`src/rtl/mesh_boot_pkg.sv`:
```
// Shared types and header field layout for the mesh boot sequencer.
// A header word carries {proc_id, icount, dcount}; proc_id 4'hF ends the stream.
package mesh_boot_pkg;

   typedef enum logic [2:0] {
      ST_IDLE = 3'd0,
      ST_HDR  = 3'd1,
      ST_IMEM = 3'd2,
      ST_DMEM = 3'd3,
      ST_DONE = 3'd4,
      ST_ERR  = 3'd5
   } boot_state_t;

   localparam int PID_MSB  = 31;
   localparam int PID_LSB  = 28;
   localparam int ICNT_MSB = 27;
   localparam int ICNT_LSB = 14;
   localparam int DCNT_MSB = 13;
   localparam int DCNT_LSB = 0;

   localparam logic [3:0] END_PID = 4'hF;

   localparam int DEF_ADDR_W = 14;
   localparam int DEF_DATA_W = 32;

endpackage

```
`src/rtl/mesh_boot_sequencer_counter.sv`:
```
// Boot word counter shared by the instruction and data phases.
// Flags the last word of the current image by comparing against target-1.
module boot_word_counter #(
   parameter int ADDR_W = 14
) (
   input  logic              clk,
   input  logic              resetn,
   input  logic              clear,
   input  logic              inc,
   input  logic [ADDR_W-1:0] target,
   output logic [ADDR_W-1:0] count,
   output logic              last
);

   localparam logic [ADDR_W-1:0] ONE = ADDR_W'(1);

   always_ff @(posedge clk or negedge resetn) begin
      if (!resetn) begin
         count <= '0;
      end else if (clear) begin
         count <= '0;
      end else if (inc) begin
         count <= count + ONE;
      end
   end

   assign last = (count == (target - ONE));

endmodule

```
`src/rtl/mesh_boot_sequencer.sv`:
```
// Boots the processor mesh from one host word stream: decodes image headers,
// writes instruction/data words to the selected processor, then releases reset.
//
// state | meaning
// ------+-----------------------------------------------------------
// IDLE  | one cycle after reset release, no host words accepted
// HDR   | waiting for an image header or the END marker
// IMEM  | streaming icount instruction words to proc_id
// DMEM  | streaming dcount data words to proc_id
// DONE  | all images loaded, mesh released from reset (until reset)
// ERR   | illegal proc_id seen, mesh held in reset (until reset)
module mesh_boot_sequencer
   import mesh_boot_pkg::*;
#(
   parameter int NUM_PROCS = 9,
   parameter int ADDR_W    = DEF_ADDR_W,
   parameter int DATA_W    = DEF_DATA_W
) (
   input  logic                 clk,
   input  logic                 resetn,
   input  logic                 host_valid,
   input  logic [DATA_W-1:0]    host_data,
   output logic                 host_ready,
   output logic [ADDR_W-1:0]    boot_iaddr,
   output logic [DATA_W-1:0]    boot_idata,
   output logic [NUM_PROCS-1:0] boot_iwe,
   output logic [ADDR_W-1:0]    boot_daddr,
   output logic [DATA_W-1:0]    boot_ddata,
   output logic [NUM_PROCS-1:0] boot_dwe,
   output logic                 procs_resetn,
   output logic                 boot_done,
   output logic                 boot_error
);

   localparam logic [3:0] NUM_PROCS_L = 4'(NUM_PROCS);

   boot_state_t state, state_nxt;

   logic              accept;
   logic [3:0]        hdr_pid;
   logic [ADDR_W-1:0] hdr_icnt;
   logic [ADDR_W-1:0] hdr_dcnt;
   logic              hdr_load;

   logic [3:0]        pid_q;
   logic [ADDR_W-1:0] icnt_q;
   logic [ADDR_W-1:0] dcnt_q;

   logic              wr_i;
   logic              wr_d;
   logic              cnt_clear;
   logic              cnt_inc;
   logic [ADDR_W-1:0] cnt_target;
   logic [ADDR_W-1:0] cnt;
   logic              cnt_last;
   logic [NUM_PROCS-1:0] pid_onehot;

   assign host_ready = (state == ST_HDR) || (state == ST_IMEM) || (state == ST_DMEM);
   assign accept     = host_valid && host_ready;

   assign hdr_pid  = host_data[PID_MSB:PID_LSB];
   assign hdr_icnt = host_data[ICNT_MSB:ICNT_LSB];
   assign hdr_dcnt = host_data[DCNT_MSB:DCNT_LSB];

   assign hdr_load = (state == ST_HDR) && accept
                     && (hdr_pid != END_PID) && (hdr_pid < NUM_PROCS_L);

   assign wr_i = accept && (state == ST_IMEM);
   assign wr_d = accept && (state == ST_DMEM);

   // One counter serves both phases; it is cleared at the IMEM->DMEM hand-over.
   assign cnt_target = (state == ST_DMEM) ? dcnt_q : icnt_q;
   assign cnt_clear  = hdr_load || ((wr_i || wr_d) && cnt_last);
   assign cnt_inc    = (wr_i || wr_d) && !cnt_last;
   assign pid_onehot = NUM_PROCS'(1) << pid_q;

   boot_word_counter #(
      .ADDR_W (ADDR_W)
   ) u_counter (
      .clk    (clk),
      .resetn (resetn),
      .clear  (cnt_clear),
      .inc    (cnt_inc),
      .target (cnt_target),
      .count  (cnt),
      .last   (cnt_last)
   );

   always_ff @(posedge clk or negedge resetn) begin
      if (!resetn) begin
         state <= ST_IDLE;
      end else begin
         state <= state_nxt;
      end
   end

   always_comb begin
      state_nxt = state;
      case (state)
         ST_IDLE: state_nxt = ST_HDR;
         ST_HDR: begin
            if (accept) begin
               if (hdr_pid == END_PID) begin
                  state_nxt = ST_DONE;
               end else if (hdr_pid >= NUM_PROCS_L) begin
                  state_nxt = ST_ERR;
               end else if (hdr_icnt != '0) begin
                  state_nxt = ST_IMEM;
               end else if (hdr_dcnt != '0) begin
                  state_nxt = ST_DMEM;
               end else begin
                  state_nxt = ST_HDR;
               end
            end
         end
         ST_IMEM: begin
            if (accept && cnt_last) begin
               state_nxt = (dcnt_q != '0) ? ST_DMEM : ST_HDR;
            end
         end
         ST_DMEM: begin
            if (accept && cnt_last) begin
               state_nxt = ST_HDR;
            end
         end
         ST_DONE: state_nxt = ST_DONE;
         ST_ERR:  state_nxt = ST_ERR;
         default: state_nxt = ST_IDLE;
      endcase
   end

   always_ff @(posedge clk or negedge resetn) begin
      if (!resetn) begin
         pid_q  <= '0;
         icnt_q <= '0;
         dcnt_q <= '0;
      end else if (hdr_load) begin
         pid_q  <= hdr_pid;
         icnt_q <= hdr_icnt;
         dcnt_q <= hdr_dcnt;
      end
   end

   // Address/data hold their last value between pulses; only the enables drop.
   always_ff @(posedge clk or negedge resetn) begin
      if (!resetn) begin
         boot_iaddr   <= '0;
         boot_idata   <= '0;
         boot_iwe     <= '0;
         boot_daddr   <= '0;
         boot_ddata   <= '0;
         boot_dwe     <= '0;
         procs_resetn <= 1'b0;
         boot_done    <= 1'b0;
         boot_error   <= 1'b0;
      end else begin
         boot_iwe <= wr_i ? pid_onehot : '0;
         boot_dwe <= wr_d ? pid_onehot : '0;
         if (wr_i) begin
            boot_iaddr <= cnt;
            boot_idata <= host_data;
         end
         if (wr_d) begin
            boot_daddr <= cnt;
            boot_ddata <= host_data;
         end
         procs_resetn <= (state_nxt == ST_DONE);
         boot_done    <= (state_nxt == ST_DONE);
         boot_error   <= (state_nxt == ST_ERR);
      end
   end

endmodule
```
`config.mk`:
```
export PLATFORM = sky130hd
export DESIGN_NAME = mesh_boot_sequencer
export DESIGN_NICKNAME = d
export VERILOG_FILES = /design/src/rtl/mesh_boot_pkg.sv /design/src/rtl/mesh_boot_sequencer_counter.sv /design/src/rtl/mesh_boot_sequencer.sv
export SDC_FILE = /design/constraint.sdc
export NUM_CORES = 1
export LEC_CHECK = 0
export ABC_AREA = 1
export ABC_CLOCK_PERIOD_IN_PS = 2700
export CAP_MARGIN = 40
export CORE_ASPECT_RATIO = 0.6
export CORE_UTILIZATION = 40
export DETAILED_ROUTE_END_ITERATION = 7
export GPL_TIMING_DRIVEN = 1
export HOLD_SLACK_MARGIN = 0.08
export PLACE_DENSITY = 0.61
export SYNTH_ARGS = -nofsm -noshare
export SYNTH_HDL_FRONTEND = slang
export SYNTH_SLANG_ARGS = --single-unit
export TNS_END_PERCENT = 50
```
`constraint.sdc`:
```
create_clock -name clk -period 2.7 [get_ports clk]
set_clock_uncertainty 0.15 [all_clocks]
set_input_delay 0.675 -clock clk [delete_from_list [all_inputs] [get_ports clk]]
set_output_delay 0.675 -clock clk [all_outputs]
set_load 0.01 [all_outputs]
```
# Word-level counts from Yosys, hierarchy flattened

Cells that the tools add are included.

Register bits: 161
Input port bits: 35
Word-level logic and storage cells: 61
Output and inout bits: 114

Reductions and logical operators: 19
Shift operators: 1
Order comparisons: 2
Multiplexer cells: 14
Add/subtract/negate cells: 2
Equality and inequality tests: 10

Operators by type and width:

| operator                                                              | number |
|---|---|
| 14-bit two-way mux                                                    | 3 |
| 14-bit nonzero test                                                   | 3 |
| 9-bit two-way mux                                                     | 2 |
| 3-bit one-hot mux with 6 select lines                                 | 1 |
| 3-bit two-way mux                                                     | 5 |
| 14-bit by 1-bit adder with 14-bit output, second input constant       | 1 |
| 14-bit equality test                                                  | 1 |
| 14-bit by 1-bit subtractor with 14-bit output, second input constant  | 1 |
| 3-bit equality test, second input constant                            | 4 |
| 1-bit logical AND                                                     | 9 |
| 1-bit by 4-bit left shift with 9-bit output, first input constant     | 1 |
| 3-bit by 2-bit equality test with 1-bit output, second input constant | 2 |
| 2-bit two-way mux                                                     | 3 |
| 4-bit equality test, second input constant                            | 1 |
| 4-bit greater-or-equal comparator, second input constant              | 1 |
| 1-bit logical OR                                                      | 4 |
| 4-bit < comparator, second input constant                             | 1 |
| 4-bit inequality test, second input constant                          | 1 |
| 3-bit by 1-bit equality test with 1-bit output, second input constant | 1 |
| 3-bit zero test                                                       | 1 |
| 2-bit nonzero test                                                    | 1 |
| 1-bit zero test                                                       | 1 |

# Longest topological paths before layout

Gate-level depths: netlist of the first run.

Depth after elaboration: 9
Gate-level depth with buffers: 19
Depth with buffers taken out: 17

# By module

From an unflattened synthesis of the first run, not the netlist that was laid out.

Cells, all modules: 822
Area, all modules: 7247.0 um^2

Modules (own cells, without submodules):

| module              | seq. area each (um^2) | cells each | area an instance (um^2) | instances |
|---|---|---|---|---|
| mesh_boot_sequencer | 3678.5                | 633        | 6034.5                  | 1 |
| boot_word_counter   | 350.3                 | 189        | 1212.4                  | 1 |

# Worst setup path after synthesis of the first run

Ideal clock, no wire load.

Path type: register -> register
From: reg state[0]
To: reg u_counter.count[0]
Path slack: 252 ps
Path buffers: 2
Stages on the path, launching flop included: 17
Period minus slack after synthesis: 2448 ps
Data required time: 2418 ps
Arrival: 2166 ps
Library setup time: 132 ps
Path through: dfrtp_1 buf_2 nand2_2 nor2_4 buf_6 nand2_1 nand2_2 ha_1 nand3_2 nor2_4 nand2_1 nand2_1 inv_1 nor2_1 nand4_2 o21bai_4 a21oi_2

Word-level cells in the longest chain between the ends: 9
Elaborated cells between the ends (all ways): 21
Classes of those cells: 1 x add/sub; 4 x eq/ne; 2 x mux; 14 x reduce/logical

Ends and longest elaborated chain:

| element                                                                               | RTL line                          | text |
|---|---|---|
| start, declared                                                                       | mesh_boot_sequencer.sv:37         | `boot_state_t state, state_nxt;` |
| start signal, assigned                                                                | mesh_boot_sequencer.sv:93         | `state <= state_nxt;` |
| branches (longest 9 deep; another with 14-bit by 1-bit subtractor with 14-bit output) | -                                 |  |
| end signal, assigned                                                                  | mesh_boot_sequencer_counter.sv:23 | `count <= count + ONE;` |
| end, declared                                                                         | mesh_boot_sequencer_counter.sv:11 | `output logic [ADDR_W-1:0] count,` |

Parallel ways; which one is timed is not known.
A chain may end at the register's enable or synchronous reset.

# Worst setup path in the final report of the first run

From: reg state[1]
To: reg u_counter.count[13]

The elaborated chain is that of the path after synthesis.

==> results.py, run 1 <==
metrics = {
    "worst_setup_path": {
        "rr_worst_depth": 16,
        "cp.buffers_inverters": 3,
        "end_kind": "register",
        "reg2reg_slack_ns": 0.09,
        "path_class": "register to register",
        "cpLargestDelayFamily": "simple AND/OR/NAND/NOR gates",
        "r2r-end": "u_counter.count[13]",
        "timing.rr.start": "state[1]",
        "crit_fanout": 18,
        "crit_path_frequent_cell": "nand2_1",
        "critPathArrivalTime_ns": 2.77,
        "crit_path_max_incr_delay_ns": 0.44,
        "cp_cell_sequence": "nand2_2 -> nor2_4 -> buf_12 -> nand2_1 -> nand2_2 -> buf_4 -> nand2_1 -> nand2_1 -> nand2_1 -> nand2_1 -> nand2_1 -> nor2_1 -> nand4_2 -> o21bai_4 -> buf_4 -> o21ai_2",
        "critPathSlowestCell": "dfrtp_2",
        "worst_setup_path_start_kind": "register",
        "required_ns": 2.85,
    },
    "power": {
        "leakage_nw": 4.73,
        "p_total_mw": 5.29,
        "power_density_mw_per_mm2": 522,
        "ir_drop_uv": 390,
    },
    "sta": {
        "slew_headroom_pct": 60.5,
        "setup_slack_ns": 0.0877,
        "fmax_mhz": 383,
        "setup_viol": 0,
        "period_share_pct": 96.8,
        "min_period_ns": 2.61,
        "maxSlewViolCount": 0,
        "tightest_slew_ns": 0.587,
        "hold_viol": 0,
    },
    "synth": {
        "synthFlopType": "dfrtp_1",
        "synth.distinct_cells": 33,
        "postSynthCellCount": 895,
        "synth_top_area_share_pct": 54.7,
        "synth_fp_nets": 932,
        "yosysSeqAreaShare_pct": 54.7,
        "synthTopCellsByArea": "dfrtp_1 55%, nand2_1 15%, o21ai_0 8.8%",
        "yosys_warnings": 0,
        "postSynthAreaPerCell_um2": 8.23,
        "yosys.area.top_type": "dfrtp_1",
        "synthArstFlopShare_pct": 100,
        "synth-seq-cells": 161,
        "synth_enable_flop_cells": 0,
        "netlist_area_mm2": 0.00736,
    },
    "grt": {
        "track_usage_pct": 23.1,
        "grt_pass1_wl_um": 33200,
        "grt_pass1_vias": 6042,
        "grt_max_degree": 100,
        "grt_antenna_before_repair": 0,
        "grt_overflow": 0,
    },
    "worst_hold_path": {
        "whs_path_depth": 2,
        "hp-class": "register to register",
        "min_from": "boot_ddata[12]",
        "hold_end": "boot_ddata[12]",
    },
    "final_layout": {
        "nNetsFinal": 1108,
        "drive_gt1_share_pct": 12.1,
        "stdcell_area_mm2": 0.0101,
        "final_cell_mix": "281 x nand2_1, 159 x dfrtp_1, 146 x clkdlybuf4s50_1, 129 x o21ai_0, 100 x inv_1",
        "syn_to_final_growth_pct": 37.6,
        "fillers": 1653,
        "final_common_cell": "nand2_1",
        "num_antenna_cells": 0,
    },
    "flow_run": {
        "maxCapViolCount": 0,
    },
    "cts": {
        "clk_pin_slew_ns": 0.07,
        "numCtsBuffers": 17,
        "htreeDepth": 4,
        "cts_tree": "yes",
        "post_cts_buffers": 0,
        "root_buffer": "clkbuf_16",
        "cts_max_path_buffers": 2,
        "insertion_delay_ns": 0.43,
        "cts_sinks": 161,
    },
    "placed_design": {
        "dp_hpwl_um": 15600,
        "gp_congestion": 0.879,
        "portBuffers": 148,
        "placed_area_mm2": 0.00942,
        "dp_slack_ns": -0.131,
    },
    "floorplanning": {
        "dieArea_mm2": 0.0190,
        "io_pins": 149,
        "fp-row-count": 38,
        "core_mm2": 0.0180,
        "dieWidth_um": 177,
        "fp.dieH_um": 107,
        "start_util_pct": 40.9,
    },
    "detailed_routing": {
        "dr.pass1.iters": 5,
        "ant_nets": 0,
        "routedWlPerCell_um": 15.9,
        "remaining_drc_errors": 0,
        "vias": 6431,
        "avgViaCountPerCell": 4.86,
        "initialDrtViolationCount": 577,
        "routed_wl_um": 21100,
    },
    "outcome": {
        "status": "finished, final reports clean",
    },
}
-- through the flow --
| stage | cells | TNS (ns) | utilization, % | hold WS (ns) |
|---|---|---|---|---|
| 2_1_floorplan | 895 | 0 | - | 0.229 |
| 3_3_place_gp | 1292 | -2.63 | 52.3 | 0.315 |
| 3_5_place_dp | 1292 | -1.95 | 52.3 | 0.322 |
| 4_1_cts | 1325 | 0 | 55.7 | 0.340 |
| 5_1_grt | 1324 | -0.0159 | 56.2 | 0.353 |
| 6_report | 1324 | 0 | 56.2 | 0.337 |
-- worst max path at each step --
stage               start                   to  slack [ns]  cells after the start
6_report         state[1]  u_counter.count[13]        0.09                     16
5_1_grt          state[1]            boot_done       -0.02                     17
4_1_cts          state[2]            boot_done        0.08                     17
3_5_place_dp   host_valid        boot_iaddr[3]       -0.13                      8
3_3_place_gp   host_valid       boot_idata[28]       -0.13                      9
2_1_floorplan    state[0]   u_counter.count[0]        0.25                     16
-- per-layer routing --
metal	global-route usage, %	vias to the layer above	routed length (um)
met2	29.2	250	7860
li1	-	3184	-
met5	0	-	0
met4	4.31	0	132
met3	8.19	14	2270
met1	36.8	2983	10800
-- tightest hold or removal path: stages, from the launching register on --
cell,delay (ns)
dfrtp_1,0.35
nand2_1,0.05
o21ai_0,0.06
-- logic make-up (layout without fill, tap and decap cells) --
group           count (synthesis)  after routing  synth area share (%)
flops                         161            161                  54.7
fa+ha+maj                       2              2                 0.340
xor+xnor                       16             16                  1.90
simple gates                  428            428                  24.5
compound gates                150            150                  11.1
buf+inv                       138            327                  7.46
-- flip-flops by register name, indices dropped and copies added, names as in the netlist --
signal / count
boot_ddata: 32
boot_daddr: 14
pid_q: 4
boot_iaddr: 14
u_counter.count: 14
dcnt_q: 14
icnt_q: 14
boot_error: 1
boot_iwe: 9
boot_idata: 32
state: 3
boot_dwe: 9
boot_done: 1
-- cells in the mapped netlist (4+ instances only) --
cell / count
nor2_1: 59
inv_1: 101
nand3_1: 31
nor2_2: 8
dfrtp_1: 161
nand4_1: 10
nand2_2: 9
nand3_2: 4
o21ai_2: 8
nor2_4: 4
o21ai_0: 129
nor3_1: 7
xor2_1: 15
clkbuf_1: 30
nor4_1: 5
nand2_1: 288
-- timing repair --
action,4_1_cts,5_1_grt
gates resized for setup,2,24
pin swaps,0,13
hold buffers,1,0
cloned,0,0
setup endpoints to repair,1,18
endpoints found under the hold margin,27,0
-- layout make-up --
class / instances / area (um^2) / area share (%)
Clock inverter: 15 / 191 / 1.89
Inverter: 102 / 383 / 3.78
Timing Repair Buffer: 193 / 1930 / 19.1
Clock buffer: 17 / 425 / 4.20
Tap cell: 240 / 300 / 2.96
Sequential cell: 161 / 4030 / 39.8
Multi-Input combinational cell: 596 / 2870 / 28.3
-- where the power goes --
group / switching, mW / internal [mW]
combinational: 0.163 / 0.148
clock: 1.16 / 1.34
sequential: 0.0279 / 2.45
Power figures use the tool's default switching activity.
==> run 2, diff against run 1 <==
- CTS_BUF_LIST: unset -> sky130_fd_sc_hd__clkbuf_16
- SLEW_MARGIN: unset -> 20
==> results of run 2 <==
Final layout, timing and power as in run 1 (identical DEF).
==> run 3, diff against run 2 <==
- MAX_ROUTING_LAYER: unset -> met4
- TNS_END_PERCENT: 50 -> 30
==> results.py, run 3 (same netlist as run 1, synthesis figures left out) <==
metrics = {
    "cts": {
        "root_buffer": "clkbuf_16",
        "cts_max_path_buffers": 2,
        "htreeDepth": 4,
        "cts_tree": "yes",
        "clk_pin_slew_ns": 0.07,
        "numCtsBuffers": 17,
        "cts_sinks": 161,
        "post_cts_buffers": 0,
        "insertion_delay_ns": 0.43,
    },
    "detailed_routing": {
        "initialDrtViolationCount": 532,
        "dr.pass1.iters": 5,
        "avgViaCountPerCell": 4.89,
        "routedWlPerCell_um": 15.9,
        "vias": 6477,
        "ant_nets": 0,
        "remaining_drc_errors": 0,
        "routed_wl_um": 21100,
    },
    "power": {
        "power_density_mw_per_mm2": 522,
        "leakage_nw": 4.73,
        "ir_drop_uv": 389,
    },
    "outcome": {
        "status": "finished, final reports clean",
    },
    "flow_run": {
        "maxCapViolCount": 0,
    },
    "grt": {
        "grt_overflow": 0,
        "grt_pass1_wl_um": 33300,
        "grt_antenna_before_repair": 0,
        "track_usage_pct": 23.8,
        "grt_pass1_vias": 6038,
        "grt_max_degree": 100,
    },
    "worst_hold_path": {
        "min_from": "boot_daddr[4]",
        "hold_end": "boot_daddr[4]",
        "whs_path_depth": 2,
        "hp-class": "register to register",
    },
    "worst_setup_path": {
        "worstSetupStartpoint": "state[1]",
        "rr_worst_depth": 16,
        "critPathArrivalTime_ns": 2.76,
        "end_kind": "register",
        "reg2reg_slack_ns": 0.10,
        "required_ns": 2.86,
        "r2r-end": "u_counter.count[13]",
        "worst_setup_path_start_kind": "register",
        "path_class": "register to register",
        "timing.rr.start": "state[1]",
        "crit_fanout": 18,
    },
    "placed_design": {
        "gp_congestion": 0.894,
        "dp_slack_ns": -0.131,
        "dp_hpwl_um": 15600,
        "portBuffers": 148,
    },
    "sta": {
        "maxSlewViolCount": 0,
        "fmax_mhz": 385,
        "period_share_pct": 96.3,
        "hold_viol": 0,
        "fin_setup_tns_ns": 0,
        "tightest_slew_ns": 0.590,
        "setup_viol": 0,
        "min_period_ns": 2.60,
        "setup_slack_ns": 0.101,
        "slew_headroom_pct": 60.3,
    },
    "floorplanning": {
        "start_util_pct": 40.9,
        "dieArea_mm2": 0.0190,
        "core_mm2": 0.0180,
        "dieWidth_um": 177,
        "fp.dieH_um": 107,
        "io_pins": 149,
        "fp-row-count": 38,
    },
    "final_layout": {
        "final_core_util_pct": 56.2,
        "fillers": 1653,
        "num_antenna_cells": 0,
        "drive_gt1_share_pct": 12.1,
        "final_cell_mix": "281 x nand2_1, 159 x dfrtp_1, 146 x clkdlybuf4s50_1, 129 x o21ai_0, 100 x inv_1",
        "nNetsFinal": 1108,
        "top_regs": "boot_ddata: 32 flops, boot_idata: 32 flops",
        "syn_to_final_growth_pct": 37.6,
        "final_common_cell": "nand2_1",
    },
}
## run 3: cell counts in the layout (fill, tap and decap cells not counted)
Identical to the previous run, type by type.
## run 3: timing repair
item | in CTS | in global routing
hold endpoints to repair | 27 | 0
resized for setup | 2 | 24
hold buffers | 1 | 0
pin swaps | 0 | 13
setup endpoints to repair | 1 | 18
## run 3: per-layer routing
layer  vias up  track usage [%]  wire [um]
li1       3181                -          -
met1      3028             37.0      11000
met2       254             29.3       7920
met3        14             7.38       2020
met4         0             4.86        133
met5         -                -          0
## run 3: worst max path at each step
stage | end | slack, ns
after floorplan | u_counter.count[0] | 0.25
after global placement | boot_idata[28] | -0.13
after detailed placement | boot_iaddr[3] | -0.13
after CTS | boot_done | 0.08
after global routing | boot_done | -0.02
final | u_counter.count[13] | 0.10
## run 3: power by group
part | leakage [nW] | internal, mW | switching (mW)
Combinational | 2.41 | 0.148 | 0.164
Sequential | 2.02 | 2.45 | 0.0279
Clock | 0.301 | 1.34 | 1.16
Total | 4.73 | 3.93 | 1.35
## run 3: critical path: stages, from the launching register on
cell,delay (ns)
dfrtp_2,0.44
nand2_2,0.09
nor2_4,0.19
buf_12,0.17
nand2_1,0.07
nand2_2,0.10
buf_4,0.12
nand2_1,0.04
nand2_1,0.11
nand2_1,0.06
nand2_1,0.06
nand2_1,0.05
nor2_1,0.18
nand4_2,0.20
o21bai_4,0.24
buf_4,0.16
o21ai_2,0.05
## run 3: final cells by class
| type | count | area [um^2] | area share, % |
|---|---|---|---|
| clock inverters | 15 | 191 | 1.89 |
| clock buffers | 17 | 425 | 4.20 |
| repair buffers | 193 | 1930 | 19.1 |
| inverters | 102 | 383 | 3.78 |
| flip-flops and latches | 161 | 4030 | 39.8 |
| multi-input cells | 596 | 2870 | 28.3 |
| well taps | 240 | 300 | 2.96 |
## run 3: through the flow
stage          total power, mW  instances  hold slack (ns)  cell area (um^2)
2_1_floorplan             2.60        895            0.229              7360
3_3_place_gp              2.83       1292            0.315              9420
3_5_place_dp              2.84       1292            0.322              9420
4_1_cts                   5.33       1325            0.340             10000
5_1_grt                   5.48       1324            0.353             10100
6_report                  5.29       1324            0.336             10100
